`src/rtl/serpent_xts_pkg.sv`:
```
// Shared definitions for the XTS sequencing controllers around the serpent engine.
package serpent_xts_pkg;

  typedef enum logic [2:0] {
    IDLE     = 3'd0,
    TWK_REQ  = 3'd1,
    TWK_WAIT = 3'd2,
    IN_WAIT  = 3'd3,
    ENC_REQ  = 3'd4,
    ENC_WAIT = 3'd5,
    OUT      = 3'd6,
    DONE     = 3'd7
  } state_t;

  localparam logic [7:0] XTS_POLY      = 8'h87;
  localparam logic       KEY_SEL_DATA  = 1'b0;
  localparam logic       KEY_SEL_TWEAK = 1'b1;

endpackage

```
`src/rtl/xts_gf_mul_alpha.sv`:
```
// XTS tweak advance: multiply by alpha in GF(2^128), x^128 + x^7 + x^2 + x + 1.
module xts_gf_mul_alpha
  import serpent_xts_pkg::*;
(
  input  logic [127:0] tweak,
  output logic [127:0] tweak_next
);

  always_comb begin
    tweak_next = {tweak[126:0], 1'b0};
    if (tweak[127]) tweak_next[7:0] = tweak_next[7:0] ^ XTS_POLY;
  end

endmodule

```
`src/rtl/serpent_xts_ctrl.sv`:
```
// Steps one XTS sector through the shared iterative serpent engine:
// tweak generation under key2, then C = E_K1(P ^ T) ^ T per block.
module serpent_xts_ctrl
  import serpent_xts_pkg::*;
#(
  parameter int BLOCKS_PER_SECTOR = 32,
  parameter int CNT_W             = 6
) (
  input  logic             i_clk,
  input  logic             i_rst,
  input  logic             i_start,
  input  logic [127:0]     i_sector,
  input  logic             i_key_ready,
  output logic             o_busy,
  input  logic             i_din_valid,
  input  logic [127:0]     i_din,
  output logic             o_din_ready,
  output logic             o_dout_valid,
  output logic [127:0]     o_dout,
  input  logic             i_dout_ready,
  output logic             o_eng_en,
  output logic             o_eng_key_sel,
  output logic [127:0]     o_eng_data,
  input  logic             i_eng_done,
  input  logic [127:0]     i_eng_data,
  output logic [CNT_W-1:0] o_blk_cnt,
  output logic             o_done
);

  localparam logic [CNT_W-1:0] LAST_BLK = CNT_W'(BLOCKS_PER_SECTOR - 1);

  state_t       state;
  logic [127:0] tweak;
  logic [127:0] tweak_next;

  xts_gf_mul_alpha u_mul_alpha (
    .tweak      (tweak),
    .tweak_next (tweak_next)
  );

  always_ff @(posedge i_clk) begin
    if (i_rst) begin
      state         <= IDLE;
      tweak         <= '0;
      o_busy        <= 1'b0;
      o_din_ready   <= 1'b0;
      o_dout_valid  <= 1'b0;
      o_dout        <= '0;
      o_eng_en      <= 1'b0;
      o_eng_key_sel <= KEY_SEL_DATA;
      o_eng_data    <= '0;
      o_blk_cnt     <= '0;
      o_done        <= 1'b0;
    end else begin
      o_eng_en <= 1'b0;
      o_done   <= 1'b0;
      case (state)
        IDLE: begin
          if (i_start && i_key_ready) begin
            o_eng_data    <= i_sector;
            o_eng_key_sel <= KEY_SEL_TWEAK;
            o_busy        <= 1'b1;
            o_blk_cnt     <= '0;
            state         <= TWK_REQ;
          end
        end
        TWK_REQ: begin
          o_eng_en <= 1'b1;
          state    <= TWK_WAIT;
        end
        TWK_WAIT: begin
          if (i_eng_done) begin
            tweak         <= i_eng_data;
            o_eng_key_sel <= KEY_SEL_DATA;
            o_din_ready   <= 1'b1;
            state         <= IN_WAIT;
          end
        end
        IN_WAIT: begin
          // engine start is launched on the handshake edge itself to save a cycle
          if (i_din_valid) begin
            o_eng_data  <= i_din ^ tweak;
            o_din_ready <= 1'b0;
            o_eng_en    <= 1'b1;
            state       <= ENC_REQ;
          end
        end
        ENC_REQ: begin
          state <= ENC_WAIT;
        end
        ENC_WAIT: begin
          if (i_eng_done) begin
            o_dout       <= i_eng_data ^ tweak;
            o_dout_valid <= 1'b1;
            state        <= OUT;
          end
        end
        OUT: begin
          if (i_dout_ready) begin
            o_dout_valid <= 1'b0;
            tweak        <= tweak_next;
            if (o_blk_cnt == LAST_BLK) begin
              state <= DONE;
            end else begin
              o_blk_cnt   <= o_blk_cnt + CNT_W'(1);
              o_din_ready <= 1'b1;
              state       <= IN_WAIT;
            end
          end
        end
        DONE: begin
          o_done <= 1'b1;
          o_busy <= 1'b0;
          state  <= IDLE;
        end
        default: state <= IDLE;
      endcase
    end
  end

endmodule

```
`config.mk`:
```
export PLATFORM = sky130hd
export DESIGN_NAME = serpent_xts_ctrl
export DESIGN_NICKNAME = d
export VERILOG_FILES = /design/src/rtl/serpent_xts_pkg.sv /design/src/rtl/xts_gf_mul_alpha.sv /design/src/rtl/serpent_xts_ctrl.sv
export SDC_FILE = /design/constraint.sdc
export NUM_CORES = 1
export LEC_CHECK = 0
export CORE_AREA = 10 10 247 249
export DETAILED_ROUTE_END_ITERATION = 6
export DIE_AREA = 0 0 257 259
export GPL_TIMING_DRIVEN = 0
export HOLD_SLACK_MARGIN = 0.1
export PLACE_DENSITY = 0.75
export RECOVER_POWER = 100
export SLEW_MARGIN = 15
export SYNTH_ARGS = -nofsm -noshare
export SYNTH_HDL_FRONTEND = slang
export SYNTH_HIERARCHICAL = 1
export SYNTH_SLANG_ARGS = --single-unit
```
`constraint.sdc`:
```
create_clock -name i_clk -period 1.8 [get_ports i_clk]
set_clock_uncertainty 0.15 [all_clocks]
set_input_delay 0.36 -clock i_clk [delete_from_list [all_inputs] [get_ports i_clk]]
set_output_delay 0.36 -clock i_clk [all_outputs]
set_load 0.05 [all_outputs]
```
# Word-level counts from Yosys, hierarchy flattened
# Index checks and enable logic that the tools add are counted.
# totals
register_bits	399
inputBits	391
out_inout_bits	268
elab_cells	79
# classes
addsub	1
n_eq_ne	14
mux	32
n_bitwise	3
n_reduce_logical	18
# op_table
cell	n
2-to-1 mux 128 bit	4
case mux 128 bit (2 select lines)	2
XOR 128 bit	2
case mux 3 bit (8 select lines)	1
2-to-1 mux 3 bit	6
2-to-1 mux 6 bit	3
== test 3 bit, second input constant	4
inequality test 2 bit, second input constant	6
case mux 6 bit (2 select lines)	1
AND reduction 3 bit	4
nonzero test 2 bit	6
AND reduction 5 bit	2
2-to-1 mux 1 bit	9
2-to-1 mux 8 bit	1
case mux 1 bit (2 select lines)	4
adder 6 x 1 -> 6 bit, second input constant	1
== test 3 x 2 -> 1 bit, second input constant	2
== test 6 x 5 -> 1 bit, second input constant	1
NOT 4 bit	1
AND reduction 2 bit	2
AND reduction 4 bit	1
== test 3 x 1 -> 1 bit, second input constant	1
logical NOT 3 bit	1
case mux 1 bit (3 select lines)	1
other kinds (2)	2

# Depth between registers and ports, before layout
# depth
ltp_word	4
depth_mapped	9
ltp_nobuf	6

# By module
# The synthesis kept the hierarchy.
# modules_own_cells
module	instances	cells_each	area_each_um2	seq_area_each_um2
serpent_xts_ctrl	1	2217	18470.2	7987.7
xts_gf_mul_alpha	1	128	964.7	0.0

# Worst setup path before layout
# OpenSTA, ideal clock, no wires.
# synth_timing
path_type	reg2reg
startpoint	reg o_blk_cnt[0]
endpoint	reg o_blk_cnt[4]
setup_time_ps	74
arrival_ps	1696
required_ps	1576
slack_ps	-120
path_stages_with_launch	6
n_path_buf	0
synth_period_minus_slack_ps	1920
path_cell_list	dfxtp_1 ha_1 nand4_1 o21bai_1 nand3_1 a31oi_1
# synth_between
elab_chain_cells	4
word_cells_on_any_way	7
cone_classes	add/sub: 1; eq/ne: 2; mux: 3; reduce/logical: 1
# synth_rtl
item	line_no	text
start: declaration	serpent_xts_ctrl.sv:26	output logic [CNT_W-1:0] o_blk_cnt,
start signal: assignment	serpent_xts_ctrl.sv:105	o_blk_cnt <= o_blk_cnt + CNT_W'(1);
adder 6 x 1 -> 6 bit	serpent_xts_ctrl.sv:105	
2-to-1 mux 6 bit	serpent_xts_ctrl.sv:102	if (o_blk_cnt == LAST_BLK) begin
2-to-1 mux 6 bit	serpent_xts_ctrl.sv:99	if (i_dout_ready) begin
case mux 6 bit (2 select lines)	serpent_xts_ctrl.sv:57	case (state)
# Several ways; a longest one is shown, not always the timed one. The select of a mux whose other input is x is not followed.
# A chain may end at the register's enable or synchronous reset.

# Worst setup path in the final report
# layout_timing
startpoint	reg state[0]
endpoint	reg o_eng_data[37]
# layout_between
elab_chain_cells	3
word_cells_on_any_way	7
cone_classes	eq/ne: 3; mux: 1; reduce/logical: 3
# layout_rtl
item	line_no	text
start: declaration	serpent_xts_ctrl.sv:32	state_t state;
start signal: assignment	serpent_xts_ctrl.sv:43	state <= IDLE;
start signal: assignment	serpent_xts_ctrl.sv:64	state <= TWK_REQ;
start signal: assignment	serpent_xts_ctrl.sv:69	state <= TWK_WAIT;
== test 3 x 2 -> 1 bit / logical NOT 3 bit (equally long branches)	serpent_xts_ctrl.sv:57	
inequality test 2 bit (no line) / nonzero test 2 bit (equally long branches)	--	
AND reduction 3 bit (no line)	--	
end signal: assignment	serpent_xts_ctrl.sv:60	o_eng_data <= i_sector;
end signal: assignment	serpent_xts_ctrl.sv:82	o_eng_data <= i_din ^ tweak;
end: declaration	serpent_xts_ctrl.sv:23	output logic [127:0] o_eng_data,
# Several ways; a longest one is shown, not always the timed one.

==> flow_summary.toml <==
[outcome]
status = "complete, but fails checks"
violations = "setup timing"

[power]
vdd_drop_max_mv = 0.773
p_per_area_nw_per_um2 = 1340
p_leak_nw = 11.8
power_w = 0.0423

[critical_path]
path_delay_family = "buffers and inverters"
r2r_end = "o_eng_data[37]"
cp_num_buf_inv = 4
cp_slowest_cell = "or3_4"
crit_path_cell_trace = "inv_4 > ha_4 > a21boi_4 > or3_4 > buf_12 > clkbuf_16 > buf_8 > nand2_1 > a21oi_1"
cp.arrival_ns = 2.34
path_max_fanout = 5
cp-start-kind = "flop"
crit_type = "flop to flop"
slowest_delay_ns = 0.41
endpoint = "o_eng_data[37]"
cp-startpoint = "state[0]"
r2r_slack_ns = -0.27
cp.depth = 9
cp-end-kind = "flop"
crit_required_ns = 2.07
r2r_cells = 9
timing.rr.start = "state[0]"

[sta]
period_share = 1.15
rsz0062_at_grt = "true"
setup_ws_ns = -0.269
max_freq_mhz = 483
finalHoldViolCount = 0
drv_slew = 0
setup_viol_count_final = 595
layout_min_cycle_time_ns = 2.07
relSlewSlack = 0.348
worst_pin_slew_ns = 0.978

[drt]
firstDrtPassIters = 6
drcViolationCount = 0
totalWireLength_um = 93300
wl_per_cell_um = 23.8
antenna_left = 0
num_vias = 20361
drt_iter0_drc = 1409
vias_per_cell = 5.19

[yosys]
synth_edf_count = 0
syn_nets = 2741
ys_types = 44
synthesis.area_um2 = 19400
ys_async_sr_fraction = 0
syn_inst = 2345
yosys_warnings = 6
ys_ff_latch = 399
synthFlopType = "dfxtp_1"
syn_area_per_cell_um2 = 8.29
yosysSeqAreaShare = 0.411

[finish]
drive_gt1_frac = 0.221
layout_commonest_cell = "nand2_1"
layout_common_cells = "nand2_1, dfxtp_1, clkdlybuf4s50_1"
nets = 3522
areaGrowthSynthToFinish_pct = 62.0
fin_util = 0.563

[grt]
track_usage = 0.256
grt-ovfl-total = 0
grt_max_degree = 20
grt_pass1_wl_um = 131000
antenna_found_initial = 12
grt_pass1_vias = 19950

[die]
die_h_um = 259
die_area_um2 = 66600
dieWidth_um = 257
initial_core_util = 0.347
core_um2 = 56000
rows = 87
num_io_pins = 659

[clock_network]
root_buffer = "clkbuf_16"
cts_buffers = 45
htreeDepth = 2
cts_tree = "built"
clock-sinks = 399
path_clk_slew_ns = 0.06
cts.path.max_buffers = 3
clock_latency_ns = 0.58

[place]
place_hpwl_um = 65700
io_buffer_count = 657
place.gp.congestion = 0.901

[min_path]
hold_class = "input port to flop"
min_from = "i_rst"

[job]
maxCapViolCount = 0
-- layer usage --
metal  share of wire  vias up  wire (µm)  GRT usage
met5         0.00014        -         13          0
met4           0.034        2       3140     0.0866
met3           0.075      167       6960     0.0606
met2            0.50      889      46600      0.452
met1            0.39     9766      36600      0.300
li1                -     9537          -          -
-- repair_timing --
action	in CTS	in global routing
endpoints found under the setup margin	660	616
resized for setup	897	251
endpoints found under the hold margin	1	0
setup buffers	26	8
pin swaps	73	85
cloned	25	22
-- how the worst min path moves through the flow --
| stage | to | cells past startpoint |
|---|---|---|
| floorplan | state[0] | 2 |
| global placement | o_eng_data[25] | 2 |
| detailed placement | o_eng_data[125] | 2 |
| CTS | o_blk_cnt[3] | 3 |
| global route | o_blk_cnt[4] | 3 |
| finish | o_blk_cnt[4] | 3 |
-- cell usage after synthesis (2+ instances only) --
cell type  instances  area, µm²
nand2b_1           3       18.8
a311oi_1         112        981
a311oi_2          16        240
a31oi_1            3       18.8
nor2_1           266        998
and3_1             5       31.3
ha_1               5       62.6
nor3_1             3       15.0
o21ai_0            2       10.0
nand3_1            4       20.0
or3_1              2       12.5
buf_2             93        465
inv_1              6       22.5
xor2_1             3       26.3
buf_6             10        113
clkbuf_1          62        233
buf_4            150       1130
nand2_1          520       1950
xnor2_1          256       2240
nand4b_1           2       17.5
dfxtp_1          399       7990
o2111ai_1          2       17.5
a21oi_1          139        696
a211oi_1         129        968
o211ai_1         128        961
mux2i_1            6       60.1
o31a_1             2       17.5
-- power by group --
group          total, W  internal [W]  switching (W)
registers        0.0121        0.0105        0.00164
clock network   0.00966       0.00572        0.00395
logic            0.0206       0.00929         0.0113
-- cell families after synthesis --
| family | synth area share |
|---|---|
| simple gates | 0.160 |
| compound gates | 0.205 |
| flops | 0.411 |
| buf+inv | 0.101 |
| xor+xnor | 0.117 |
| mux | 0.00309 |
| fa+ha+maj | 0.00322 |
-- stage by stage --
stage                     setup slack, ns  TNS [ns]  area (µm²)  instances  hold slack, ns
after floorplan                  -0.00526    -0.131       19500       2345           0.304
after global placement             -0.983   -297.47       27000       3758           0.287
after detailed placement            -1.04   -304.59       27000       3758           0.292
after CTS                          -0.204    -87.58       30100       3887          0.0965
after global routing               -0.311   -123.28       31500       3922           0.166
final                              -0.269    -83.80       31500       3925           0.134
-- worst reg2reg max path, cell delays in order (launching register included) --
cell       delay, ns
dfxtp_4         0.39
inv_4           0.05
ha_4            0.16
a21boi_4        0.15
or3_4           0.41
buf_12          0.16
clkbuf_16       0.18
buf_8           0.15
nand2_1         0.07
a21oi_1         0.06
-- sequential cells by signal, indices dropped and copies added (netlist names) --
| signal | count |
|---|---|
| o_eng_key_sel | 1 |
| o_busy | 1 |
| o_eng_data | 128 |
| o_din_ready | 1 |
| tweak | 128 |
| o_blk_cnt | 6 |
| o_dout_valid | 1 |
| o_done | 1 |
| state | 3 |
| o_eng_en | 1 |
| o_dout | 128 |
-- cell type report --
cell class	count	area, µm²
plain buffers	312	2790
clock buffers	59	1280
fillers	4915	24500
clock inverters	22	246
multi-input cells	1624	10200
inverters	6	27.5
repair buffers	738	7970
well taps	756	946
diodes	9	22.5
flip-flops and latches	399	8000
No activity file was read; power rests on OpenSTA's default activity.
